### src/rtl/seq_det_ctrl_if.sv
// -----------------------------------------------------------------------------
// seq_det_ctrl_if
// Pattern configuration handshake between a pattern source and seq_det_ctrl.
//   cfg_valid    source -> controller   new pattern offered
//   cfg_ready    controller -> source   controller can accept a pattern
//   cfg_pattern  source -> controller   PAT_W-bit pattern, consumed LSB first
// Modports: master = pattern source, slave = controller.
// -----------------------------------------------------------------------------
interface seq_det_ctrl_if #(
   parameter int PAT_W = 8
) ();

   logic             cfg_valid;
   logic             cfg_ready;
   logic [PAT_W-1:0] cfg_pattern;

   modport master (
      output cfg_valid,
      output cfg_pattern,
      input  cfg_ready
   );

   modport slave (
      input  cfg_valid,
      input  cfg_pattern,
      output cfg_ready
   );

endinterface : seq_det_ctrl_if

### src/rtl/seq_det_ctrl.sv
// -----------------------------------------------------------------------------
// seq_det_ctrl
// Sequencing controller for the serial sequence detector on the CAN receive
// path. A pattern accepted on the cfg handshake is captured, the detector is
// cleared and the pattern shifted in LSB first. The detector is then armed and,
// while search_en is high, fed the qualified receive bitstream. Matches are
// counted (saturating) and an optional search window raises a timeout when
// WIN_LEN valid bits pass without a match. A new pattern may be accepted in
// IDLE, ARM or SEARCH; in SEARCH it aborts the search.
//
// Ports
//   clk, rst_n    clock; synchronous active-low reset
//   cfg           pattern handshake (slave modport of seq_det_ctrl_if)
//   search_en     permit SEARCH; low parks the controller in ARM
//   rx_bit        receive bitstream data
//   rx_bit_vld    rx_bit qualifier, one per sample point
//   det_clr       detector clear pulse
//   det_load      detector load-mode select
//   det_din       serial bit to detector (pattern in LOAD, rx_bit in SEARCH)
//   det_en        detector bit-advance strobe
//   det_dout      detector match flag, honoured only in SEARCH
//   match_pulse   one-cycle pulse, one cycle after det_dout seen in SEARCH
//   match_count   matches since the last accepted pattern, saturating
//   timeout       one-cycle pulse on search-window expiry
//   busy          high in CLEAR and LOAD
// -----------------------------------------------------------------------------
module seq_det_ctrl #(
   parameter int PAT_W   = 8,
   parameter int CNT_W   = 8,
   parameter int WIN_LEN = 0
) (
   input  logic             clk,
   input  logic             rst_n,
   seq_det_ctrl_if.slave    cfg,
   input  logic             search_en,
   input  logic             rx_bit,
   input  logic             rx_bit_vld,
   output logic             det_clr,
   output logic             det_load,
   output logic             det_din,
   output logic             det_en,
   input  logic             det_dout,
   output logic             match_pulse,
   output logic [CNT_W-1:0] match_count,
   output logic             timeout,
   output logic             busy
);

   localparam int IDX_W = (PAT_W > 1) ? $clog2(PAT_W) : 1;
   localparam int WIN_W = (WIN_LEN > 0) ? $clog2(WIN_LEN + 1) : 1;

   localparam logic [IDX_W-1:0] IDX_LAST = IDX_W'(PAT_W - 1);
   // Last count value before expiry; unused when the window is disabled.
   localparam logic [WIN_W-1:0] WIN_LAST = WIN_W'((WIN_LEN > 0) ? WIN_LEN - 1 : 0);

   typedef enum logic [2:0] {
      S_IDLE   = 3'd0,
      S_CLEAR  = 3'd1,
      S_LOAD   = 3'd2,
      S_ARM    = 3'd3,
      S_SEARCH = 3'd4
   } state_e;

   state_e           state_q,   state_d;
   logic [PAT_W-1:0] pat_q,     pat_d;
   logic [IDX_W-1:0] idx_q,     idx_d;
   logic [WIN_W-1:0] win_q,     win_d;
   logic [CNT_W-1:0] cnt_q,     cnt_d;
   logic             match_q,   match_d;
   logic             timeout_q, timeout_d;
   logic             cfg_ready_c;

   // NOTE: state registers use non-blocking assignments so every flop samples
   // the pre-edge value of its _d signal, independent of statement order.
   always_ff @(posedge clk) begin
      if (!rst_n) begin
         state_q   <= S_IDLE;
         pat_q     <= '0;
         idx_q     <= '0;
         win_q     <= '0;
         cnt_q     <= '0;
         match_q   <= 1'b0;
         timeout_q <= 1'b0;
      end else begin
         state_q   <= state_d;
         pat_q     <= pat_d;
         idx_q     <= idx_d;
         win_q     <= win_d;
         cnt_q     <= cnt_d;
         match_q   <= match_d;
         timeout_q <= timeout_d;
      end
   end

   // NOTE: every signal written here is given a default first, so no path
   // through the case statement can leave one unassigned and infer a latch.
   always_comb begin
      state_d     = state_q;
      pat_d       = pat_q;
      idx_d       = idx_q;
      win_d       = win_q;
      cnt_d       = cnt_q;
      match_d     = 1'b0;
      timeout_d   = 1'b0;
      cfg_ready_c = 1'b0;
      det_clr     = 1'b0;
      det_load    = 1'b0;
      det_en      = 1'b0;
      det_din     = 1'b0;
      busy        = 1'b0;

      case (state_q)
         S_IDLE: begin
            cfg_ready_c = 1'b1;
            idx_d       = '0;
            win_d       = '0;
         end

         S_CLEAR: begin
            det_clr = 1'b1;
            busy    = 1'b1;
            idx_d   = '0;
            state_d = S_LOAD;
         end

         S_LOAD: begin
            det_load = 1'b1;
            det_en   = 1'b1;
            det_din  = pat_q[idx_q];
            busy     = 1'b1;
            if (idx_q == IDX_LAST) begin
               idx_d   = '0;
               state_d = S_ARM;
            end else begin
               idx_d = idx_q + 1'b1;
            end
         end

         S_ARM: begin
            cfg_ready_c = 1'b1;
            win_d       = '0;   // window starts fresh on every SEARCH entry
            if (search_en) begin
               state_d = S_SEARCH;
            end
         end

         S_SEARCH: begin
            cfg_ready_c = 1'b1;
            det_din     = rx_bit;
            det_en      = rx_bit_vld;
            if (det_dout) begin
               // A match also restarts the window, so a match on the
               // expiring bit suppresses the timeout.
               match_d = 1'b1;
               win_d   = '0;
               if (cnt_q != '1) begin
                  cnt_d = cnt_q + 1'b1;
               end
            end else if ((WIN_LEN > 0) && rx_bit_vld) begin
               if (win_q == WIN_LAST) begin
                  timeout_d = 1'b1;
                  win_d     = '0;
                  state_d   = S_ARM;
               end else begin
                  win_d = win_q + 1'b1;
               end
            end
            // Leaving SEARCH still keeps a match sampled in this cycle.
            if (!search_en) begin
               state_d = S_ARM;
            end
         end

         default: begin
            state_d = S_IDLE;
         end
      endcase

      // Pattern acceptance overrides everything above, including a match or
      // window expiry in the same SEARCH cycle.
      if (cfg_ready_c && cfg.cfg_valid) begin
         pat_d     = cfg.cfg_pattern;
         cnt_d     = '0;
         idx_d     = '0;
         win_d     = '0;
         match_d   = 1'b0;
         timeout_d = 1'b0;
         state_d   = S_CLEAR;
      end
   end

   assign cfg.cfg_ready = cfg_ready_c;
   assign match_pulse   = match_q;
   assign match_count   = cnt_q;
   assign timeout       = timeout_q;

endmodule : seq_det_ctrl

### src/flat_wrapper.sv
// flat-port wrapper written by rule: the top's interface ports become plain ports
module seq_det_ctrl_flat 
#(
   parameter int PAT_W   = 8,
   parameter int CNT_W   = 8,
   parameter int WIN_LEN = 0
)
  (clk, rst_n, search_en, rx_bit, rx_bit_vld, det_clr, det_load, det_din, det_en, det_dout, match_pulse, match_count, timeout, busy, cfg_cfg_valid, cfg_cfg_pattern, cfg_cfg_ready);
  seq_det_ctrl_if #(.PAT_W(PAT_W)) cfg_i ();
  input  logic clk;
  input  logic rst_n;
  input  logic search_en;
  input  logic rx_bit;
  input  logic rx_bit_vld;
  output logic det_clr;
  output logic det_load;
  output logic det_din;
  output logic det_en;
  input  logic det_dout;
  output logic match_pulse;
  output logic [CNT_W-1:0] match_count;
  output logic timeout;
  output logic busy;
  input wire logic [$bits(cfg_i.cfg_valid)-1:0] cfg_cfg_valid;
  input wire logic [$bits(cfg_i.cfg_pattern)-1:0] cfg_cfg_pattern;
  output wire logic [$bits(cfg_i.cfg_ready)-1:0] cfg_cfg_ready;
  assign cfg_i.cfg_valid = cfg_cfg_valid;
  assign cfg_i.cfg_pattern = cfg_cfg_pattern;
  assign cfg_cfg_ready = cfg_i.cfg_ready;
  seq_det_ctrl #(.PAT_W(PAT_W), .CNT_W(CNT_W), .WIN_LEN(WIN_LEN)) u_core (.clk(clk), .rst_n(rst_n), .cfg(cfg_i), .search_en(search_en), .rx_bit(rx_bit), .rx_bit_vld(rx_bit_vld), .det_clr(det_clr), .det_load(det_load), .det_din(det_din), .det_en(det_en), .det_dout(det_dout), .match_pulse(match_pulse), .match_count(match_count), .timeout(timeout), .busy(busy));
endmodule
### config.mk
export PLATFORM = sky130hd
export DESIGN_NAME = seq_det_ctrl_flat
export DESIGN_NICKNAME = d
export VERILOG_FILES = /design/src/rtl/seq_det_ctrl_if.sv /design/src/rtl/seq_det_ctrl.sv /design/src/flat_wrapper.sv
export SDC_FILE = /design/constraint.sdc
export NUM_CORES = 1
export LEC_CHECK = 0
export CORE_ASPECT_RATIO = 1.5
export CORE_MARGIN = 5
export CORE_UTILIZATION = 40
export DETAILED_ROUTE_END_ITERATION = 8
export PLACE_DENSITY = 0.67
export SLEW_MARGIN = 25
export SYNTH_ARGS = -nofsm -noshare
export SYNTH_HDL_FRONTEND = slang
export SYNTH_SLANG_ARGS = --single-unit
### constraint.sdc
create_clock -name clk -period 3.35 [get_ports clk]
set_input_delay 0.67 -clock clk [delete_from_list [all_inputs] [get_ports clk]]
set_output_delay 0.67 -clock clk [all_outputs]
set_load 0.01 [all_outputs]
==> summary.txt <==
Floorplanning
  – Floorplan core area: 2913 um^2
  – Die area: 4262 um^2
  – Row cnt: 24
  – Starting Density: 41.71%
  – IO Count: 31
  – Die height: 77.50 um
  – Die Width: 55 um

Logic synthesis
  – Netlist cell types: 40
  – Top post-synthesis cells by area: dfxtp_1 (38%), mux2i_1 (9.1%), nor2b_1 (6.7%)
  – Post-synthesis register bit count: 23
  – Synth Area per Inst: 9.204 um^2
  – Post-synth top area share: 37.90%
  – Syn_nets: 150
  – Yosys warning count: 0
  – Mapped Area: 1215 um^2
  – Post-synth top area cell: dfxtp_1
  – Seq/Total Area, Yosys: 37.90%
  – Cell count after synthesis: 132

Routing
  – Via count: 1058
  – DRC violation total after the first TritonRoute iteration: 10
  – Via density: 5.398
  – DRT antenna net count: 0
  – DRC viols: 0
  – Total routed wirelength: 2638 um
  – Wirelength per Cell: 13.46 um
  – Initial DRT Pass Iterations: 4

Layout
  – Layout cells sized above 1: 8.280%
  – Commonest cells after routing, fill and taps aside: clkdlybuf4s50_1 (29), dfxtp_1 (23), nor2_1 (14)
  – Final nets: 176
  – Area Overhead vs Synth: 28.32%
  – Inserted Diodes: 0
  – # fillers: 289
  – Most common library cell in the layout ignoring fill and taps: clkdlybuf4s50_1
  – Final instance area: 1559 um^2

Critical path
  – CP bufs+invs: 1
  – CP delay by family, top: multiplexers
  – Nature of the critical path endpoint: primary output
  – Crit-path max cell delay: 0.54 ns
  – Critical Path RT: 2.68 ns
  – Startpoint types: flip-flop
  – Depth of the most critical reg-to-reg path: 5
  – Worst path depth: 4
  – Worst EP arrival: 2.17 ns
  – CP max FO: 8
  – Crit-path cells: mux4_2 -> nand2b_1 -> a32o_1 -> clkdlybuf4s50_1
  – Critical path type: reg2out
  – Slowest cell on crit path: mux4_2

Power and ir drop
  – Combinational share of power: 14.2%
  – Switching power: 0.0001339 W
  – Switch share: 24.50%
  – Clock Power Share: 32.5%
  – Leak: 0.5863 nW
  – Max VDD drop: 0.2446 mV
  – Seq pwr share: 53.3%
  – PD cells: 350.5 nW/um^2
  – Tot Pwr: 0.0005465 W
  – Cell Int Power: 0.0004126 W

Global routing
  – GRT Util Overall: 14.05%
  – Number of global-route vias before repair: 1051
  – Wire length of the first global-routing pass: 4616 um
  – Antenna violations before repair: 0
  – Largest net degree at the start of global routing: 16
  – Global route overflow: 0

STA
  – Setup_tns: 0 ns
  – F_max: 0.3519 GHz
  – Final setup margin: 0.5079 ns
  – # setup viols final: 0
  – Unrepaired setup endpoints after global routing: false
  – Min Tclk post-route: 2.842 ns
  – Final period utilization: 84.84%
  – Final Max Slew Viols: 0
  – Fin Hold WS: 0.5300 ns
  – Final hold vios: 0
  – Clk_skew: 0.008136 ns

Clock tree
  – H-tree levels: 1
  – Hold Buf Count CTS: 0
  – CTS resizes: 0
  – Total CTS buffers: 3
  – Max Root-Sink Buffers: 2
  – CTS Root Cell: clkbuf_8
  – Worst-Skew Late Latency: 0.27 ns
  – Clock Sinks: 23
  – Reg clk slew, reported paths: 0.09 ns
  – Post-CTS setup buffers: 0
  – CTS tree: done

Placement
  – DPL Wire Length: 2005 um
  – Area after DPL: 1510 um^2
  – Buffers added on ports: 29
  – RePlAce Congestion: 0.7892
  – Setup slack at placement: 0.8063 ns

Status
  – Run status: completed

Worst hold path
  – Hold path cells: 2
  – Hold/Removal Path Class: reg2reg

Job
  – Max-Cap Viols: 0
[Yosys cell counts]
cell type	instances
clkbuf_1	3
a2bb2oi_1	1
mux2i_1	11
inv_1	2
mux4_2	1
a41oi_1	1
conb_1	1
xnor2_1	2
and3_1	3
or2_2	1
dfxtp_1	23
nor2b_1	13
buf_2	2
a311oi_2	1
ha_1	3
o21a_1	3
nand4_1	3
a211oi_1	2
and4_4	1
a32o_1	1
nor4bb_1	1
a31oi_1	3
or3_1	1
and3b_2	1
nand3_1	3
a21oi_1	5
and2b_4	1
o21bai_1	1
buf_4	5
a2111oi_0	1
nor3b_1	1
nand2_1	2
o21ai_0	2
a22o_1	3
nand2_4	1
a22oi_1	3
nor2_1	14
o21ai_1	1
nor3_1	4
nand2b_1	1
[metrics by stage]
step / utilization (%) / cells
floorplan: - / 132
global route: 53.52 / 196
finish: 53.52 / 196
global placement: 51.85 / 192
CTS: 53.52 / 196
detailed placement: 51.85 / 192
[worst paths after layout]
kind / start / endpoint / slack [ns]
max: u_core.idx_q[0] / det_din / 0.51
min: u_core.pat_q[7] / u_core.pat_q[7] / 0.53
min reg2reg: u_core.pat_q[7] / u_core.pat_q[7] / 0.53
max reg2reg: u_core.state_q[2] / u_core.match_count[5] / 1.67
[routing by layer]
layer	vias to the layer above	wire length (um)	track usage [%]
li1	528	-	-
met1	501	1064	17.10
met2	24	1394	22.87
met3	5	135	3.065
met4	0	43	6.083
met5	-	0	0
[registers in the layout, summed over array words and instances (netlist names)]
signal / flops
u_core.idx_q: 3
u_core.match_pulse: 1
u_core.match_count: 8
u_core.state_q: 3
u_core.pat_q: 8
[cell type report]
| type | instances | area [um^2] | area share (%) |
|---|---|---|---|
| Multi-Input combinational cell | 97 | 688.2 | 44.14 |
| Tap cell | 39 | 48.80 | 3.130 |
| Timing Repair Buffer | 31 | 305.3 | 19.58 |
| Inverter | 2 | 7.507 | 0.4815 |
| Sequential cell | 23 | 460.4 | 29.53 |
| Clock buffer | 3 | 41.29 | 2.648 |
| Clock inverter | 1 | 7.507 | 0.4815 |
[power by group through the flow]
stage	Sequential [W]	Clock [W]	Combinational, W
finish	0.000292	0.000177	0.0000776
global route	0.000293	0.000198	0.0000847
CTS	0.000292	0.000183	0.0000790
detailed placement	0.000298	0	0.0000785
global placement	0.000298	0	0.0000768
floorplan	0.000292	0	0.0000510
[kinds of logic after synthesis]
family / Yosys count / synth area share (%)
buf+inv: 12 / 5.459
simple gates: 51 / 24.10
other cells: 1 / 0.3087
xor+xnor: 2 / 1.442
mux: 12 / 10.92
flops: 23 / 37.90
compound gates: 28 / 16.79
fa+ha+maj: 3 / 3.090
[tightest hold or removal path: cells and delay by family, from the launching register on]
| family | cells | cell delay (ns) |
|---|---|---|
| DFF | 1 | 0.34 |
| and+or+nand+nor | 1 | 0.09 |
| muxes | 1 | 0.07 |
(Power assumes the default switching activity.)
